===== src/rtl/icache_nway.sv =====
// Set-associative instruction cache with a round-robin victim per set.
// Misses refill one whole block, one word per beat, from the memory port.
module icache_nway #(
  parameter int SETS  = 8,
  parameter int WAYS  = 2,
  parameter int WORDS = 2,
  parameter int CPUID = 0
) (
  input  logic        CLK,
  input  logic        nRST,
  input  logic        imemREN,
  input  logic [31:0] imemaddr,
  input  logic        iflush,
  output logic        ihit,
  output logic [31:0] imemload,
  output logic        iREN,
  output logic [31:0] iaddr,
  input  logic        iwait,
  input  logic [31:0] iload
);

  localparam int OB = $clog2(WORDS);
  localparam int IB = $clog2(SETS);
  localparam int TB = 30 - OB - IB;
  localparam int OW = (OB > 0) ? OB : 1;
  localparam int VW = (WAYS > 1) ? $clog2(WAYS) : 1;

  if (SETS < 2 || SETS > 64 || WAYS < 1 || WAYS > 4 || WORDS < 1 || WORDS > 8 || CPUID < 0)
  begin : g_bad_params
    $error("icache_nway: parameter out of range");
  end

  typedef enum logic {IDLE, FILL} state_t;

  state_t         state_q, state_d;
  logic [OW-1:0]  cnt_q, cnt_d;
  logic [TB-1:0]  tag_q, tag_d;
  logic [IB-1:0]  idx_q, idx_d;
  logic [VW-1:0]  way_q, way_d;
  logic           valid_q [SETS][WAYS];
  logic           valid_d [SETS][WAYS];
  logic [VW-1:0]  ptr_q [SETS];
  logic [VW-1:0]  ptr_d [SETS];
  logic [TB-1:0]  tag_arr_q [SETS][WAYS];
  logic [31:0]    data_arr_q [SETS][WAYS][WORDS];

  logic [TB-1:0]  req_tag;
  logic [IB-1:0]  req_idx;
  logic [OW-1:0]  req_off;
  logic           hit_any;
  logic [VW-1:0]  hit_way;
  logic           last_word;
  logic           data_we;
  logic           tag_we;
  logic [31:0]    fill_addr;
  logic           unused_addr;

  assign unused_addr = ^imemaddr[1:0];
  assign req_tag     = imemaddr[31 -: TB];
  assign req_idx     = imemaddr[2+OB +: IB];

  if (OB > 0) begin : g_off
    assign req_off   = imemaddr[2 +: OW];
    assign fill_addr = {tag_q, idx_q, cnt_q, 2'b00};
  end else begin : g_no_off
    assign req_off   = '0;
    assign fill_addr = {tag_q, idx_q, 2'b00};
  end

  always_comb begin
    hit_any = 1'b0;
    hit_way = '0;
    for (int w = 0; w < WAYS; w++) begin
      if (valid_q[req_idx][w] && (tag_arr_q[req_idx][w] == req_tag)) begin
        hit_any = 1'b1;
        hit_way = VW'(w);
      end
    end
  end

  assign ihit      = (state_q == IDLE) && imemREN && hit_any;
  assign imemload  = ihit ? data_arr_q[req_idx][hit_way][req_off] : 32'h0;
  assign iREN      = (state_q == FILL);
  assign iaddr     = (state_q == FILL) ? fill_addr : 32'h0;
  assign last_word = (cnt_q == OW'(WORDS - 1));

  always_comb begin
    state_d = state_q;
    cnt_d   = cnt_q;
    tag_d   = tag_q;
    idx_d   = idx_q;
    way_d   = way_q;
    valid_d = valid_q;
    ptr_d   = ptr_q;
    data_we = 1'b0;
    tag_we  = 1'b0;
    case (state_q)
      IDLE: begin
        if (imemREN && !hit_any && !iflush) begin
          tag_d   = req_tag;
          idx_d   = req_idx;
          way_d   = ptr_q[req_idx];
          cnt_d   = '0;
          // The victim goes invalid for the whole refill so a partial block never hits.
          valid_d[req_idx][ptr_q[req_idx]] = 1'b0;
          state_d = FILL;
        end
      end
      FILL: begin
        if (!iwait) begin
          data_we = 1'b1;
          cnt_d   = cnt_q + 1'b1;
          if (last_word) begin
            valid_d[idx_q][way_q] = 1'b1;
            tag_we  = 1'b1;
            ptr_d[idx_q] = (ptr_q[idx_q] == VW'(WAYS - 1)) ? '0 : ptr_q[idx_q] + VW'(1);
            cnt_d   = '0;
            state_d = IDLE;
          end
        end
      end
      default: state_d = IDLE;
    endcase
    // Flush overrides everything, including a final fill beat in the same cycle.
    if (iflush) begin
      for (int s = 0; s < SETS; s++)
        for (int w = 0; w < WAYS; w++)
          valid_d[s][w] = 1'b0;
      ptr_d   = ptr_q;
      data_we = 1'b0;
      tag_we  = 1'b0;
      cnt_d   = '0;
      state_d = IDLE;
    end
  end

  always_ff @(posedge CLK or negedge nRST) begin
    if (!nRST) begin
      state_q <= IDLE;
      cnt_q   <= '0;
      for (int s = 0; s < SETS; s++) begin
        ptr_q[s] <= '0;
        for (int w = 0; w < WAYS; w++)
          valid_q[s][w] <= 1'b0;
      end
    end else begin
      state_q <= state_d;
      cnt_q   <= cnt_d;
      valid_q <= valid_d;
      ptr_q   <= ptr_d;
    end
  end

  always_ff @(posedge CLK) begin
    tag_q <= tag_d;
    idx_q <= idx_d;
    way_q <= way_d;
    if (data_we)
      data_arr_q[idx_q][way_q][cnt_q] <= iload;
    if (tag_we)
      tag_arr_q[idx_q][way_q] <= tag_q;
  end

endmodule


===== config.mk =====
export PLATFORM = sky130hd
export DESIGN_NAME = icache_nway
export DESIGN_NICKNAME = d
export VERILOG_FILES = /design/src/rtl/icache_nway.sv
export SDC_FILE = /design/constraint.sdc
export NUM_CORES = 2
export LEC_CHECK = 0
export CORE_ASPECT_RATIO = 1.2
export CORE_UTILIZATION = 35
export DETAILED_ROUTE_END_ITERATION = 8
export GPL_ROUTABILITY_DRIVEN = 0
export PLACE_DENSITY_LB_ADDON = 0.05
export SLEW_MARGIN = 20
export SYNTH_ARGS = -nofsm -noshare
export SYNTH_HDL_FRONTEND = slang
export SYNTH_SLANG_ARGS = --single-unit
export TNS_END_PERCENT = 5

===== constraint.sdc =====
create_clock -name CLK -period 6.2 [get_ports CLK]
set_input_delay 0.93 -clock CLK [delete_from_list [all_inputs] [get_ports CLK]]
set_output_delay 0.93 -clock CLK [all_outputs]
set_load 0.01 [all_outputs]

Yosys cells after proc, flatten, opt, wreduce, memory -nomap -nowiden:

Memory sizes are Yosys's and may differ from the RTL's.
Index checks and enable logic that the tools add are counted.

* mux-type cells: 64
* add/subtract/negate cells: 2
* equal/unequal tests: 5
* reduce and logical (&&, ||, !) cells: 17
* bitwise gates (word level): 13
* order comparisons: 12

Operator list (number)
* $mux 64: 4
* $mux 32: 6
* $mux 128: 1
* $demux 64 s1: 1
* $mux 16: 4
* $eq 26x26->1: 2
* $mux 52: 1
* $demux 32 s1: 1
* $pmux 16 s2: 1
* $mux 1: 28
* $demux 26 s1: 1
* $mux 26: 1
* $and 16x16->16: 1
* $not 16->16: 1
* $or 16x16->16: 1
* $demux 2 s3: 2
* $logic_and 1x1->1: 11
* $ge 2x2->1 const B: 5
* $not 1->2: 5
* $bwmux 8: 1
* $ge 4x4->1 const B: 2
* $lt 4x1->1 const B: 2
* $mux 2: 4
* $not 3->4: 2
* 14 further kinds: 25

* bits in registers: 56
* output and inout port bits: 66
* memories: 2
* input port bits: 69
* logic and storage cells: 144
* RAM bits: 1440

Memories
* data_arr_q: depth 8, bits a word 128, rd ports 1, clocked after Yosys merged registers in 0, write ports 1, line 45 `logic [31:0] data_arr_q [SETS][WAYS][WORDS];`
* tag_arr_q: depth 8, bits a word 52, rd ports 1, clocked after Yosys merged registers in 0, write ports 1, line 44 `logic [TB-1:0] tag_arr_q [SETS][WAYS];`

Longest topological paths before layout:

* depth after elaboration: 16
* gate-level depth with buffers: 16
* depth with buffers taken out: 9

Worst setup path before layout:

Ideal clock, no wire load.

* path type: input to register
* start: in imemaddr[3]
* end: reg idx_q[0], enable pin
* library setup time: 0.455 ns
* path buffers: 4
* cell stages on the path: 11
* data arrival time: 5.130 ns
* required time: 5.745 ns
* slack: 0.616 ns
* cell sequence: buf_6 -> buf_2 -> buf_2 -> buf_4 -> mux4_2 -> mux2i_1 -> xor2_1 -> and4_1 -> nor2b_1 -> nor4b_1 -> nor3_1

* cells in the longest elaborated chain, start to end: 11
* elaborated cells between the ends (all ways): 15
* those cells by class: eq/ne (2); mux (5); bitwise (1); reduce/logical (6); memory (1)

RTL lines
* from (decl): line 12 `input logic [31:0] imemaddr,`
* branches (longest 6 deep; another with $mem_v2 8x52)
* $mux 1 (*): line 74 `if (valid_q[req_idx][w] && (tag_arr_q[req_idx][w] == req_tag)) begin`
* $logic_not 1->1 (*): line 99 `if (imemREN && !hit_any && !iflush) begin`
* $logic_and 1x1->1 (*) (2 in series): line 99
* $reduce_and 2->1 (no line) (*)
* to (signal assigned): line 156 `idx_q <= idx_d;`
* to (decl): line 38 `logic [IB-1:0] idx_q, idx_d;`

Mark *: on every way between the ends. The select of a mux whose other input is x is not followed.
A chain may end at the register's enable or synchronous reset.

Worst setup path in the final report:

* start: in imemaddr[3]
* end: out imemload[20]

* cells in the longest elaborated chain, start to end: 14
* elaborated cells between the ends (all ways): 22
* those cells by class: eq/ne (2); mux (13); bitwise (2); reduce/logical (3); memory (2)

RTL lines
* branches (longest 13 deep; another with $mem_v2 8x52)
* $mux 32 (*): line 82 `assign imemload = ihit ? data_arr_q[req_idx][hit_way][req_off] : 32'h0;`
* to (decl): line 15 `output logic [31:0] imemload,`

Marked as above.

==> reports/qor.yml <==
logic_synthesis:
  syn_area_per_cell_um2: 17.3
  synth_top_area_share: 0.765
  synthArstFlopShare: 0.0174
  synth_edf_count: 1470
  yosysSeqAreaShare: 0.776
  ys_warn_count: 0
  synth_cell_types: 76
  netlist_instances: 3338
  synth_area_leaders: "edfxtp_1 76%, o22ai_1 3.3%, mux2i_1 2.8%, mux4_2 2.5%, mux2_2 1.4%"
  yosys.area.top_type: "edfxtp_1"
  synth-seq-cells: 1496
  synthFlopType: "edfxtp_1"
  synth_area_mm2: 0.0577
cts:
  cts_setup_buffers: 0
  cts_tree: "done"
  numCtsBuffers: 158
  cts_root_buffer: "clkbuf_16"
  cts_sinks: 1496
  clock_path_buffers: 3
  clk_latency_ns: 0.81
  htreeDepth: 4
  clk_pin_slew_worst_paths_ns: 0.06
drt:
  antenna_left: 0
  routed_wl_um: 195000
  drc: 0
  drtIter0Drc: 3023
  via_count: 33800
  dr.pass1.iters: 5
  avgViaCountPerCell: 5.72
  wire_per_inst_um: 33.0
floorplanning:
  placeableCoreArea_mm2: 0.163
  die_h_um: 447
  fp.dieW_um: 373
  initial_core_util: 0.354
  ios: 135
  std_cell_rows: 162
  die_area_mm2: 0.167
job:
  maxCapViolCount: 0
timing:
  fin_skew_ns: 0.0341
  relSlewSlack: 0.271
  max_freq_ghz: 0.168
  rsz0062_at_grt: "no"
  finalHoldViolations: 0
  tns_ns: 0
  finalCriticalPeriod_ns: 5.96
  layout_setup_ws_ns: 0.241
  fin_crit_sh: 0.961
  tightest_slew_ns: 1.09
  fin_hold_ws_ns: 0.546
  setup_viol: 0
  slew_viol_final: 0
critical_path:
  path_class: "in -> out"
  path_max_fanout: 21
  crit_top_cell: "buf_12"
  worstPathArrival_ns: 5.03
  critPathLaunchType: "input pin"
  cp.buffers_inverters: 4
  crit_slowest_cell: "clkdlybuf4s50_1"
  cpPeakStageDelay_ns: 0.63
  crit_chain: "buf_12 -> mux4_2 -> mux2i_1 -> xnor2_1 -> or4_1 -> or4b_4 -> nor4_2 -> buf_4 -> o21ai_4 -> buf_12 -> nor3_2 -> clkdlybuf4s50_1"
  cp_top_family: "simple AND/OR/NAND/NOR gates"
  cp.required_ns: 5.27
  cp-end-kind: "output pin"
power_and_ir_drop:
  power_density_mw_per_mm2: 315
  finalPower_mw: 21.6
  power_frac_clock: 0.433
  p_sw_frac: 0.217
  power_frac_comb: 0.050
  seq_power_share: 0.517
  power_leakage_nw: 21.9
  ir_drop_mv: 0.250
  intPower_mw: 16.9
  power_switching_mw: 4.69
global_route:
  grt_max_degree: 93
  grt_pass1_wl_um: 271000
  grt_use_total: 0.233
  grt_pass1_vias: 34600
  grt_antenna_before_repair: 11
  grt-ovfl-total: 0
status:
  status: "complete, no violations"
cells_and_area:
  nFillCells: 14600
  final_cell_mix: "1,470 x edfxtp_1, 302 x o22ai_1, 203 x buf_4"
  fin_cells: 5908
  final_nets: 3715
  area_delta_synth_final_pct: 18.5
  drive_gt1_frac: 0.184
  final_common_cell: "edfxtp_1"
placement:
  dpl_worst_slack_ns: -0.345
  dp_cells: 5618
  hpwl_um: 110000
  portBuffers: 130
worst_hold_path:
  hp-class: "in -> async"
[worst reg2reg max path, delay by kind of cell, from the launching register on]
family | cells | cell delay (ns)
flops | 1 | 0.36
mux | 2 | 0.79
simple gates | 4 | 2.15
compound gates | 2 | 0.80
[final timing paths]
check / from / endpoint / slack, ns / depth (start not counted)
max in group asynchronous: nRST / iREN$_DFF_PN0_ / 5.31 / 2
hold / removal: nRST / ptr_q[1]$_DFFE_PN0P_ / 0.55 / 2
hold reg to reg: ptr_q[3]$_DFFE_PN0P_ / ptr_q[3]$_DFFE_PN0P_ / 0.56 / 1
setup / recovery: imemaddr[3] / imemload[20] / 0.24 / 12
min in group CLK: ptr_q[3]$_DFFE_PN0P_ / ptr_q[3]$_DFFE_PN0P_ / 0.56 / 1
setup reg to reg: tag_arr_q[3][50]$_DFFE_PP_ / valid_q[13]$_DFFE_PN0P_ / 1.99 / 8
[per-stage QoR]
step / util / cell area, um^2
after detailed placement: 0.388 / 63300
after global placement: 0.388 / 63300
after CTS: 0.419 / 68400
final: 0.419 / 68400
after floorplan: - / 57700
after global routing: 0.419 / 68400
[cells in the mapped netlist, types with 19 or more instances]
cell and count:
nand2_1 70, buf_2 30, mux4_2 63, o22ai_1 302, nor4_1 44, mux2_2 73
nor3_1 66, o21ai_0 70, buf_1 33, o211ai_1 19, nand3_1 28, and2_1 36
dfrtp_1 26, clkbuf_1 138, a211oi_1 41, xor2_1 19, edfxtp_1 1470, o221ai_1 53
o22a_1 21, mux2i_1 162, nor2_1 195, a21oi_1 104, a22oi_1 22, nand4_1 20
[power groups by stage]
stage / logic [mW] / clock network, mW / registers (mW)
2_1_floorplan: 0.524 / 0 / 11.3
3_3_place_gp: 1.08 / 0 / 11.4
3_5_place_dp: 1.09 / 0 / 11.4
4_1_cts: 1.10 / 9.54 / 11.2
5_1_grt: 1.15 / 9.89 / 11.2
6_report: 1.08 / 9.34 / 11.2
[registers in the layout (all words and copies together) (netlist names)]
signal and cells:
idx_q 3, ptr_q 8, cnt_q 1, way_q 1, valid_q 16, tag_q 26, tag_arr_q 416, data_arr_q 1024
iREN 1
[area by class of cell]
cell class              count  area [um^2]  area share
flip-flops and latches   1496        44800       0.655
multi-input cells        1616        12500       0.182
clock buffers             198         4170      0.0609
repair buffers            361         3360      0.0491
well taps                2132         2670      0.0390
clock inverters            91          897      0.0131
inverters                  13         48.8    0.000713
diodes                      1         2.50   0.0000366
[repair_timing]
| item | in CTS | in global routing |
|---|---|---|
| hold buffers | 0 | 0 |
| endpoints found under the setup margin | 11 | 28 |
| gates cloned | 0 | 0 |
| pin swaps | 0 | 0 |
| gates resized for setup | 13 | 11 |
[cells by family after synthesis]
family	after synthesis	synth area share
mux	307	0.0710
other cells	1	0.0000650
buf+inv	227	0.0169
compound gates	732	0.0842
flops	1496	0.776
xor+xnor	37	0.00561
simple gates	538	0.0463
[routing by layer]
| metal | routed length, um | global-route usage | part of all wire |
|---|---|---|---|
| met3 | 8910 | 0.0325 | 0.046 |
| met4 | 4850 | 0.0629 | 0.025 |
| met2 | 98900 | 0.405 | 0.51 |
| met5 | 58 | 0 | 0.00030 |
| met1 | 82200 | 0.304 | 0.42 |
(Power assumes the default switching activity.)
